<file path="config.mk">
export PLATFORM = sky130hd
export DESIGN_NAME = tx_engine
export DESIGN_NICKNAME = d
export VERILOG_FILES = /design/src/rtl/tx_engine.sv
export SDC_FILE = /design/constraint.sdc
export NUM_CORES = 1
export LEC_CHECK = 0
export BUFFER_PORTS_ARGS = -buffer_cell sky130_fd_sc_hd__buf_2
export CORE_MARGIN = 2
export CORE_UTILIZATION = 32
export CTS_CLUSTER_DIAMETER = 50
export DETAILED_ROUTE_END_ITERATION = 6
export GPL_TIMING_DRIVEN = 1
export SLEW_MARGIN = 30
export SYNTH_ARGS = -nofsm -noshare
export SYNTH_HDL_FRONTEND = slang
export SYNTH_SLANG_ARGS = --single-unit
</file>
<file path="constraint.sdc">
create_clock -name clk -period 3.1 [get_ports clk]
set_clock_uncertainty 0.15 [all_clocks]
set_input_delay 0.62 -clock clk [delete_from_list [all_inputs] [get_ports clk]]
set_output_delay 0.62 -clock clk [all_outputs]
set_load 0.005 [all_outputs]
</file>
<file path="src/rtl/tx_engine.sv">
// tx_engine: UART transmit engine, serialises one byte per load strobe into an 11-bit-time frame.
//   clk      : system clock, rising edge
//   reset    : asynchronous active-high reset
//   load     : one-clock write strobe, accepted only when not busy
//   out_port : byte to transmit
//   eight    : 1 = 8 data bits, 0 = 7 data bits
//   pen      : parity enable
//   ohel     : parity sense, 1 = odd, 0 = even
//   k        : clocks per bit time, 0 treated as 1
//   tx       : serial line, idle high
//   busy     : frame in progress
//   tx_done  : one-clock pulse at end of frame
module tx_engine #(
    parameter int BK_W = 19
) (
    input  logic            clk,
    input  logic            reset,
    input  logic            load,
    input  logic [7:0]      out_port,
    input  logic            eight,
    input  logic            pen,
    input  logic            ohel,
    input  logic [BK_W-1:0] k,
    output logic            tx,
    output logic            busy,
    output logic            tx_done
);
    typedef enum logic [1:0] {IDLE, SHIFT, DONE} state_t;
    state_t state, state_nxt;
    logic [10:0] sr;
    logic [3:0] bit_cnt;
    logic [BK_W-1:0] baud, k_m1;
    logic accept, bit_end, b8, b9;
    assign accept = load && state != SHIFT;
    assign bit_end = baud == '0;
    assign busy = state == SHIFT;
    assign tx_done = state == DONE;
    // sr[0] is the bit currently on the line; outside a frame the line idles high
    assign tx = busy ? sr[0] : 1'b1;
    assign b8 = eight ? out_port[7] : (pen ? (^out_port[6:0]) ^ ohel : 1'b1);
    assign b9 = (eight && pen) ? (^out_port) ^ ohel : 1'b1;
    always_comb begin
        state_nxt = state;
        case (state)
            IDLE:    state_nxt = load ? SHIFT : IDLE;
            SHIFT:   state_nxt = (bit_end && bit_cnt == 4'd10) ? DONE : SHIFT;
            DONE:    state_nxt = load ? SHIFT : IDLE;
            default: state_nxt = IDLE;
        endcase
    end
    always_ff @(posedge clk or posedge reset) begin
        if (reset) state <= IDLE;
        else state <= state_nxt;
    end
    // baud counts down from K-1 so each bit is held exactly K clocks
    always_ff @(posedge clk or posedge reset) begin
        if (reset) begin
            sr <= '0;
            bit_cnt <= '0;
            baud <= '0;
            k_m1 <= '0;
        end else if (accept) begin
            sr <= {1'b1, b9, b8, out_port[6:0], 1'b0};
            bit_cnt <= '0;
            baud <= (k == '0) ? '0 : k - 1'b1;
            k_m1 <= (k == '0) ? '0 : k - 1'b1;
        end else if (busy) begin
            if (bit_end) begin
                sr <= {1'b1, sr[10:1]};
                bit_cnt <= bit_cnt + 4'd1;
                baud <= k_m1;
            end else begin
                baud <= baud - 1'b1;
            end
        end
    end
endmodule

</file>
==> metrics.csv, run 1 <==
metric,value,unit
Diodes inserted,0,
antenna violations before repair,0,
Max Slew Vio Count,0,
Max Buffers Root-to-Sink,2,
Die W,107,µm
syn avg cell area,9.21,µm²
Final Cycle Share,0.836,
met1 global-route usage,0.218,
most frequent cells in the layout,"55 x dfrtp_1, 40 x nand2_1, 35 x o21ai_0, 35 x buf_2, 24 x nor2_1",
r2r setup slk,0.51,ns
synth-to-layout area growth,14.4,%
Yosys cell types,58,
Crit Path Category,reg -> reg,
met2 GRT Util,0.271,
CTS tree,done,
Fillers,1019,
Hold Crit Class,in -> async,
crit path DAT,2.65,ns
"Cell Area, Placed",0.00380,mm²
GR peak layer,met2,
P_leak,0.00165,µW
vias in the first global route,2877,
worst-path fanout max,12,
die area,0.0115,mm²
crit-path max cell delay,0.50,ns
CTS resizes,0,
fin area,0.00390,mm²
"CTS clk-pin slew, worst paths",0.10,ns
number of nets in the layout,447,
Max-Cap Viols,0,
Vias per Instance,5.42,
Synth area leader,dfrtp_1,
Final Setup Violations,0,
fraction of registers with async set/reset,1.00,
unrepaired setup endpoints after global routing,no,
# rows,37,
routed vias,2960,
outcome,finished clean,
setup bufs post-CTS,0,
CP cell instances,"nor4_2, nand4_2, or2_1, mux2_4, a221o_1",
max_slew headroom,0.544,
GR Util met3,0.0109,
share of layout cells above drive strength 1,0.188,
core area,0.0103,mm²
Peak VDD IR,0.196,mV
# port buffers,35,
clk root buf,clkbuf_8,
Starting DRT DRC Count,197,
setup TNS,0,ns
syn nets,408,
Pwr per Cell Area,501,mW/mm²
Synth Register Bits,55,
CP required,3.16,ns
sequential share of the synthesized area,0.404,
"EDFF count, synth",0,
Slowest cell on crit path,or2_1,
Initial Utilization,0.330,
Routed WL,8720,µm
# hold bufs at CTS,0,
area share of the largest cell type after synthesis,0.404,
Detail Placement HPWL,6390,µm
gpl congestion,0.879,
post-route ant nets,0,
H-Tree Level Count,2,
Residual DRC,0,
GRT overflow,0,
Die H,107,µm
Fmax,386,MHz
Global Route Usage Sum,0.159,
Worst Tran Pin Value,0.685,ns
largest cells by area after synthesis,"dfrtp_1 40%, o21ai_0 5.1%, nand2_1 4.4%",
Avg WL per Cell,16.0,µm
I/O pins,36,
Final Hold Vio Count,0,
worst skew pair latency,0.31,ns
synthesized area,0.00341,mm²
clock sinks,55,
"Primary FF master, synth",dfrtp_1,
startpoint types,register,
"Warnings, synthesis",0,
DRT Pass-1 Iters,6,
Final Critical Period,2.59,ns
"most common cell after layout, fill and taps aside",dfrtp_1,
largest net degree at the start of global routing,30,
TritonCTS buffer count,5,
CP endpoint kind,register,
first-pass GRT wire length,14600,µm
post-synthesis cell count,370,
## synthesized netlist by cell type, types with 5 or more instances
cell type and number:
a21o_1 12, a21oi_1 9, a221o_1 9, clkbuf_1 15, dfrtp_1 55, ha_1 5
inv_1 15, mux2i_1 11, nand2_1 40, nand2b_1 5, nor2_1 24, nor3_1 17
nor4_1 8, o21ai_0 35, o31ai_1 6, or3_1 5, or4_1 6, xnor2_1 16
xor2_1 8
## registers in the layout, indices dropped and copies added (netlist names)
signal	cells
baud	19
bit_cnt	4
sr	11
state	2
k_m1	19
## layout make-up
cell class,count,area [µm²],share of cell area
multi-input cells,279,1880,0.483
clock inverters,1,8.76,0.00225
repair buffers,52,315,0.0809
flip-flops and latches,55,1380,0.353
well taps,136,170,0.0436
inverters,16,60.1,0.0154
clock buffers,7,86.3,0.0221
## cell families (layout without fill, tap and decap cells)
group,Yosys count,count (layout),share of synthesized area
and+or+nand+nor,133,133,0.208
buffers and inverters,36,76,0.0459
AOI/OAI and AO/OA,97,97,0.196
xor gates and xnor gates,24,24,0.0617
adders and majority gates,5,5,0.0184
muxes,20,20,0.0664
DFF,55,55,0.404
## worst paths after layout
| kind | start | to | cells past startpoint |
|---|---|---|---|
| max | baud[8] | baud[3] | 5 |
| min | reset | sr[10] | 2 |
| max reg2reg | baud[8] | baud[3] | 5 |
| min reg2reg | k_m1[8] | k_m1[8] | 1 |
| max in group asynchronous | reset | k_m1[5] | 3 |
| min in group clk | k_m1[8] | k_m1[8] | 1 |
## power breakdown
group          internal, µW  total, µW  switching (µW)  leakage [µW]
Sequential              849       1020             167      0.000660
Combinational           251        506             255      0.000946
Clock                   184        433             249     0.0000484
## metrics by stage
step / worst slack, ns / power [µW] / cells / hold slack (ns) / utilization
floorplan: 0.593 / 1380 / 370 / 0.289 / -
global placement: 0.453 / 1510 / 538 / 0.309 / 0.368
detailed placement: 0.409 / 1530 / 538 / 0.312 / 0.368
CTS: 0.525 / 1960 / 546 / 0.245 / 0.378
global route: 0.419 / 2080 / 546 / 0.263 / 0.378
finish: 0.510 / 1950 / 546 / 0.212 / 0.378
## critical path, delay by kind of cell (launching register included)
kind | cells | cell delay, ns
AND/OR/NAND/NOR | 3 | 1.11
multiplexers | 1 | 0.39
flip-flops | 1 | 0.48
AO/OA/AOI/OAI | 1 | 0.35
## routing by layer
layer / wire length [µm] / vias to the layer above
li1: - / 1430
met1: 3990 / 1437
met2: 4160 / 84
met3: 431 / 9
met4: 135 / 0
met5: 0 / -
(Power assumes the default switching activity.)
==> run 2, diff against run 1 <==
--- a/config.mk
+++ b/config.mk
@@ -5,6 +5,7 @@
 export SDC_FILE = /design/constraint.sdc
 export NUM_CORES = 1
 export LEC_CHECK = 0
+export ABC_AREA = 1
 export BUFFER_PORTS_ARGS = -buffer_cell sky130_fd_sc_hd__buf_2
 export CORE_MARGIN = 2
 export CORE_UTILIZATION = 32
==> constraint.sdc (replaced) <==
create_clock -name clk -period 2.1 [get_ports clk]
set_clock_uncertainty 0.15 [all_clocks]
set_input_delay 0.42 -clock clk [delete_from_list [all_inputs] [get_ports clk]]
set_output_delay 0.42 -clock clk [all_outputs]
set_load 0.005 [all_outputs]
==> metrics.csv, run 2 <==
metric,value,unit,change
Top Registers,"baud x19, k_m1 x19, sr x11",,
max_slew headroom,0.644,,+0.101
setup TNS,0,ns,unchanged
antenna violations before repair,0,,unchanged
syn nets,581,,+42%
Vias per Instance,4.86,,-10%
buffer and inverter count on the worst path,2,,+2
H-Tree Level Count,2,,unchanged
cell with the most instances after synthesis,nand2_1,,
vias in the first global route,3414,,+19%
GRT overflow,0,,unchanged
crit path DAT,1.44,ns,-1.21 ns
Hold Crit Class,in -> async,,
# rows,39,,+5.4%
Max Buffers Root-to-Sink,2,,unchanged
CP cell instances,"nand2_2, clkinvlp_4, nand2_1, buf_2",,
Detail Placement HPWL,7540,µm,+18%
CP top delay family,flip-flops,,
worst skew pair latency,0.30,ns,about the same
most frequent cells in the layout,"157 x nand2_1, 63 x inv_1, 62 x nor2_1",,
I/O pins,36,,unchanged
Crit Path Category,reg -> out,,
Fillers,1207,,+18%
CP required,1.53,ns,-1.63 ns
Avg WL per Cell,13.1,µm,-18%
"Warnings, synthesis",0,,unchanged
Synth area leader,dfrtp_1,,
Die H,113,µm,+5.3%
Residual DRC,0,,unchanged
# port buffers,35,,unchanged
share of layout cells above drive strength 1,0.187,,-0.000514
syn avg cell area,6.98,µm²,-24%
core area,0.0115,mm²,+11%
CP endpoint kind,primary output,,
number of nets in the layout,635,,+42%
synth-to-layout area growth,17.3,%,
die area,0.0127,mm²,+11%
CTS tree,done,,
sequential share of the synthesized area,0.363,,-0.0408
Pwr per Cell Area,476,mW/mm²,-5.0%
crit-path max cell delay,0.40,ns,-0.10 ns
gpl congestion,0.899,,+2.4%
Max-Cap Viols,0,,unchanged
fraction of registers with async set/reset,1.00,,unchanged
final core occ,0.388,,+0.0102
post-synthesis cell count,543,,+47%
Final Hold Vio Count,0,,unchanged
Yosys cell types,35,,-40%
Routed WL,9680,µm,+11%
clk root buf,clkbuf_16,,
Slowest cell on crit path,dfrtp_1,,
Global Route Usage Sum,0.161,,+0.00269
worst-path fanout max,9,,-3
unrepaired setup endpoints after global routing,no,,
P_leak,0.00223,µW,+34%
Initial Utilization,0.331,,+0.000464
Starting DRT DRC Count,233,,+18%
Synth Register Bits,55,,unchanged
synthesized area,0.00379,mm²,+11%
"Primary FF master, synth",dfrtp_1,,
Final Cycle Share,0.958,,
Final Critical Period,2.01,ns,
Crit. path cell count,4,,-1
clock sinks,55,,unchanged
largest cells by area after synthesis,"dfrtp_1 36%, nand2_1 16%, nand3_1 7.7%",,
post-route ant nets,0,,unchanged
Final Setup Violations,0,,unchanged
"CTS clk-pin slew, worst paths",0.07,ns,-0.03 ns
first-pass GRT wire length,16700,µm,+14%
Worst Reg-to-Reg Cells,7,,+2
routed vias,3604,,+22%
# hold bufs at CTS,0,,unchanged
startpoint types,register,,
Worst Tran Pin Value,0.533,ns,-0.152 ns
"EDFF count, synth",0,,unchanged
Max Slew Vio Count,0,,unchanged
Die W,113,µm,+5.3%
TritonCTS buffer count,5,,unchanged
Peak VDD IR,0.340,mV,+74%
area share of the largest cell type after synthesis,0.363,,-0.0408
Diodes inserted,0,,unchanged
largest net degree at the start of global routing,32,,+6.7%
outcome,finished clean,,
"most common cell after layout, fill and taps aside",nand2_1,,
Fmax,497,MHz,
DRT Pass-1 Iters,5,,-1
"top cells by count, synth","158 x nand2_1, 65 x inv_1, 63 x nor2_1",,
-- run 2: cell types whose count changed in the layout (fill, tap and decap cells not counted), moves of 10 or more --
cell,previous run,this run
a21o_1,12,1
nor2_1,24,62
mux2i_1,11,0
o21ai_0,35,25
nand2_1,40,157
nor3_1,17,1
nand3_1,4,58
inv_1,14,63
nand2_2,0,10
nand4_1,4,20
-- run 2: kinds of logic after synthesis --
kind of cell | after synthesis | share of synthesized area
buffers and inverters | 83 | 0.0924
DFF | 55 | 0.363
xor gates and xnor gates | 20 | 0.0462
adders and majority gates | 5 | 0.0165
and+or+nand+nor | 328 | 0.394
AOI/OAI and AO/OA | 52 | 0.0875
-- run 2: worst register-to-register path, stage by stage (launching register included) --
cell and delay [ns]:
dfrtp_1 0.40, nand2_2 0.23, clkinvlp_4 0.27, nor2_2 0.23, clkinvlp_4 0.25, o22ai_1 0.20, inv_1 0.06, nand3_1 0.06
-- run 2: path summary, 6_finish.rpt --
kind | to | slack (ns) | startpoint
setup / recovery | tx | 0.09 | state[0]
hold / removal | sr[10] | 0.005 | reset
setup reg to reg | baud[12] | 0.18 | state[0]
hold reg to reg | sr[10] | 0.33 | sr[10]
max in group asynchronous | baud[8] | 1.24 | reset
min in group clk | state[0] | 0.24 | load
-- run 2: where the power goes --
| part | total [µW] | internal [µW] | switching (µW) |
|---|---|---|---|
| logic | 181 | 66.9 | 114 |
| registers | 1060 | 1060 | 2.86 |
| clock network | 875 | 456 | 419 |
-- run 2: what timing repair did --
item                       in CTS  in global routing
resized for setup               1                  7
buffers inserted                2                  3
gates cloned                    0                  0
pin swaps                       0                  3
setup endpoints to repair       2                 20
-- run 2: per-layer routing --
metal	part of all wire	track usage
met1	0.49	0.228
met2	0.46	0.257
met3	0.044	0.0300
met4	0.013	0.0398
met5	0	0
-- run 2: area by class of cell --
type	instances	area [µm²]	share of cell area
Inverter	71	285	0.0641
Clock inverter	3	27.5	0.00619
Clock buffer	5	125	0.0281
Timing Repair Buffer	59	380	0.0855
Multi-Input combinational cell	405	2070	0.466
Tap cell	143	179	0.0402
Sequential cell	55	1380	0.309
-- run 2: stage by stage --
stage                     area, µm²  instances  total power, µW  hold slack, ns  setup slack (ns)
after CTS                      4410        738             2150          0.0243            0.0402
after detailed placement       4230        728             1270           0.317            0.0437
after global placement         4230        728             1260           0.295            0.0359
final                          4450        741             2120         0.00460            0.0876
after global routing           4450        741             2220          0.0462            0.0111
after floorplan                3790        543             1190           0.284             0.187
==> run 3, diff against run 2 <==
--- a/config.mk
+++ b/config.mk
@@ -7,6 +7,7 @@
 export LEC_CHECK = 0
 export ABC_AREA = 1
 export BUFFER_PORTS_ARGS = -buffer_cell sky130_fd_sc_hd__buf_2
+export CORE_ASPECT_RATIO = 1.2
 export CORE_MARGIN = 2
 export CORE_UTILIZATION = 32
 export CTS_CLUSTER_DIAMETER = 50
==> metrics.csv, run 3 (synthesis results as in run 2) <==
metric,value,unit,change
"CTS clk-pin slew, worst paths",0.07,ns,about the same
Worst Tran Pin Value,0.388,ns,-0.145 ns
Max Slew Vio Count,0,,unchanged
max_slew headroom,0.741,,+0.0970
final core occ,0.393,,+0.00465
unrepaired setup endpoints after global routing,no,,
vias in the first global route,3534,,+3.5%
DR top layer,met4,,
Starting DRT DRC Count,179,,-23%
# hold bufs at CTS,0,,unchanged
Final Setup Violations,0,,unchanged
clock sinks,55,,unchanged
die area,0.0127,mm²,about the same
core area,0.0116,mm²,+0.87%
Avg WL per Cell,13.4,µm,+2.8%
most frequent cells in the layout,"157 x nand2_1, 63 x inv_1, 62 x nor2_1",,
Metal-1 WL,4810,µm,+2.0%
setup TNS,0,ns,unchanged
Hold Crit Class,in -> async,,
Initial Utilization,0.328,,-0.00286
DR WL met2,4680,µm,+6.0%
Routed WL,10300,µm,+6.0%
Detail Placement HPWL,7940,µm,+5.3%
P_leak,0.00228,µW,+2.6%
# port buffers,35,,unchanged
"most common cell after layout, fill and taps aside",nand2_1,,
Die H,123,µm,+9.2%
Final Hold Vio Count,0,,unchanged
CP required,1.53,ns,about the same
H-Tree Level Count,2,,unchanged
routed vias,3672,,+1.9%
first-pass GRT wire length,17300,µm,+3.6%
Global Route Usage Sum,0.175,,+0.0133
GRT overflow,0,,unchanged
# rows,43,,+10%
Top Registers,"baud x19, k_m1 x19, sr x11",,
DRT Pass-1 Iters,4,,-1
CTS tree,done,,
Final Critical Period,1.97,ns,-0.0390 ns
Slowest cell on crit path,dfrtp_1,,
startpoint types,register,,
Pwr per Cell Area,475,mW/mm²,-0.31%
worst skew pair latency,0.30,ns,about the same
Max-Cap Viols,0,,unchanged
met3 wire length,520,µm,+22%
"Cell Area, Placed",0.00433,mm²,+2.4%
crit-path max cell delay,0.40,ns,about the same
number of nets in the layout,644,,+1.4%
largest net degree at the start of global routing,56,,+75%
Die W,103,µm,-8.4%
fin area,0.00454,mm²,+2.1%
gpl congestion,0.968,,+7.6%
antenna violations before repair,0,,unchanged
crit path DAT,1.40,ns,-0.04 ns
Final Cycle Share,0.940,,-0.0186
clk root buf,clkbuf_16,,
Peak VDD IR,0.342,mV,+0.74%
outcome,finished clean,,
Max Buffers Root-to-Sink,2,,unchanged
Diodes inserted,0,,unchanged
share of layout cells above drive strength 1,0.198,,+0.0104
CP cell instances,"nand2_2, clkinvlp_4, nand2_1, buf_2",,
TritonCTS buffer count,5,,unchanged
post-route ant nets,0,,unchanged
Fmax,507,MHz,+2.0%
synth-to-layout area growth,19.8,%,
Vias per Instance,4.81,,-1.2%
worst-path fanout max,9,,unchanged
CP endpoint kind,primary output,,
Residual DRC,0,,unchanged
Crit Path Category,reg -> out,,
I/O pins,36,,unchanged
-- run 3: cell types whose count changed in the layout (fill, tap and decap cells not counted), sizes merged --
| cell | change |
|---|---|
| clkbuf | +1 |
| inv | -1 |
| buf | +9 |
| clkinvlp | -2 |
| clkinv | +2 |
-- run 3: timing repair --
action	4_1_cts	5_1_grt
resized for setup	0	4
setup endpoints to repair	0	12
setup buffers	0	3
-- run 3: area by class of cell --
type | instances | area (µm²)
clock inverters | 2 | 20.0
flip-flops and latches | 55 | 1380
repair buffers | 68 | 460
inverters | 71 | 279
well taps | 157 | 196
clock buffers | 6 | 139
multi-input cells | 405 | 2070
fillers | 1217 | 7030
-- run 3: final timing paths --
check	startpoint	endpoint	slack [ns]	cells past startpoint
setup / recovery	state[0]	tx	0.13	4
hold / removal	reset	state[1]	0.003	3
setup reg to reg	baud[0]	bit_cnt[0]	0.18	10
hold reg to reg	sr[10]	sr[10]	0.32	2
max in group asynchronous	reset	baud[0]	1.52	3
min in group clk	out_port[1]	sr[2]	0.24	3
-- run 3: critical path, delay by kind of cell, from the launching register on --
kind                   cells  cell delay, ns
AND/OR/NAND/NOR            2            0.35
flip-flops                 1            0.40
buffers and inverters      2            0.35
-- run 3: power breakdown --
| group | internal (µW) | switching (µW) | total [µW] |
|---|---|---|---|
| logic | 72.5 | 119 | 191 |
| registers | 1060 | 3.16 | 1060 |
| clock network | 487 | 416 | 902 |
-- run 3: through the flow --
stage               instances  hold WS [ns]  power [µW]  setup slack [ns]
finish                    764       0.00346        2160             0.127
global route              764        0.0366        2250            0.0102
CTS                       761        0.0211        2190            0.0176
detailed placement        753         0.303        1280             0.109
global placement          753         0.305        1270             0.148
floorplan                 543         0.284        1190             0.187
-- run 3: routing by layer --
metal,track usage,up-vias
li1,-,1863
met1,0.239,1693
met5,0,-
met4,0.0600,0
met3,0.0204,13
met2,0.284,103
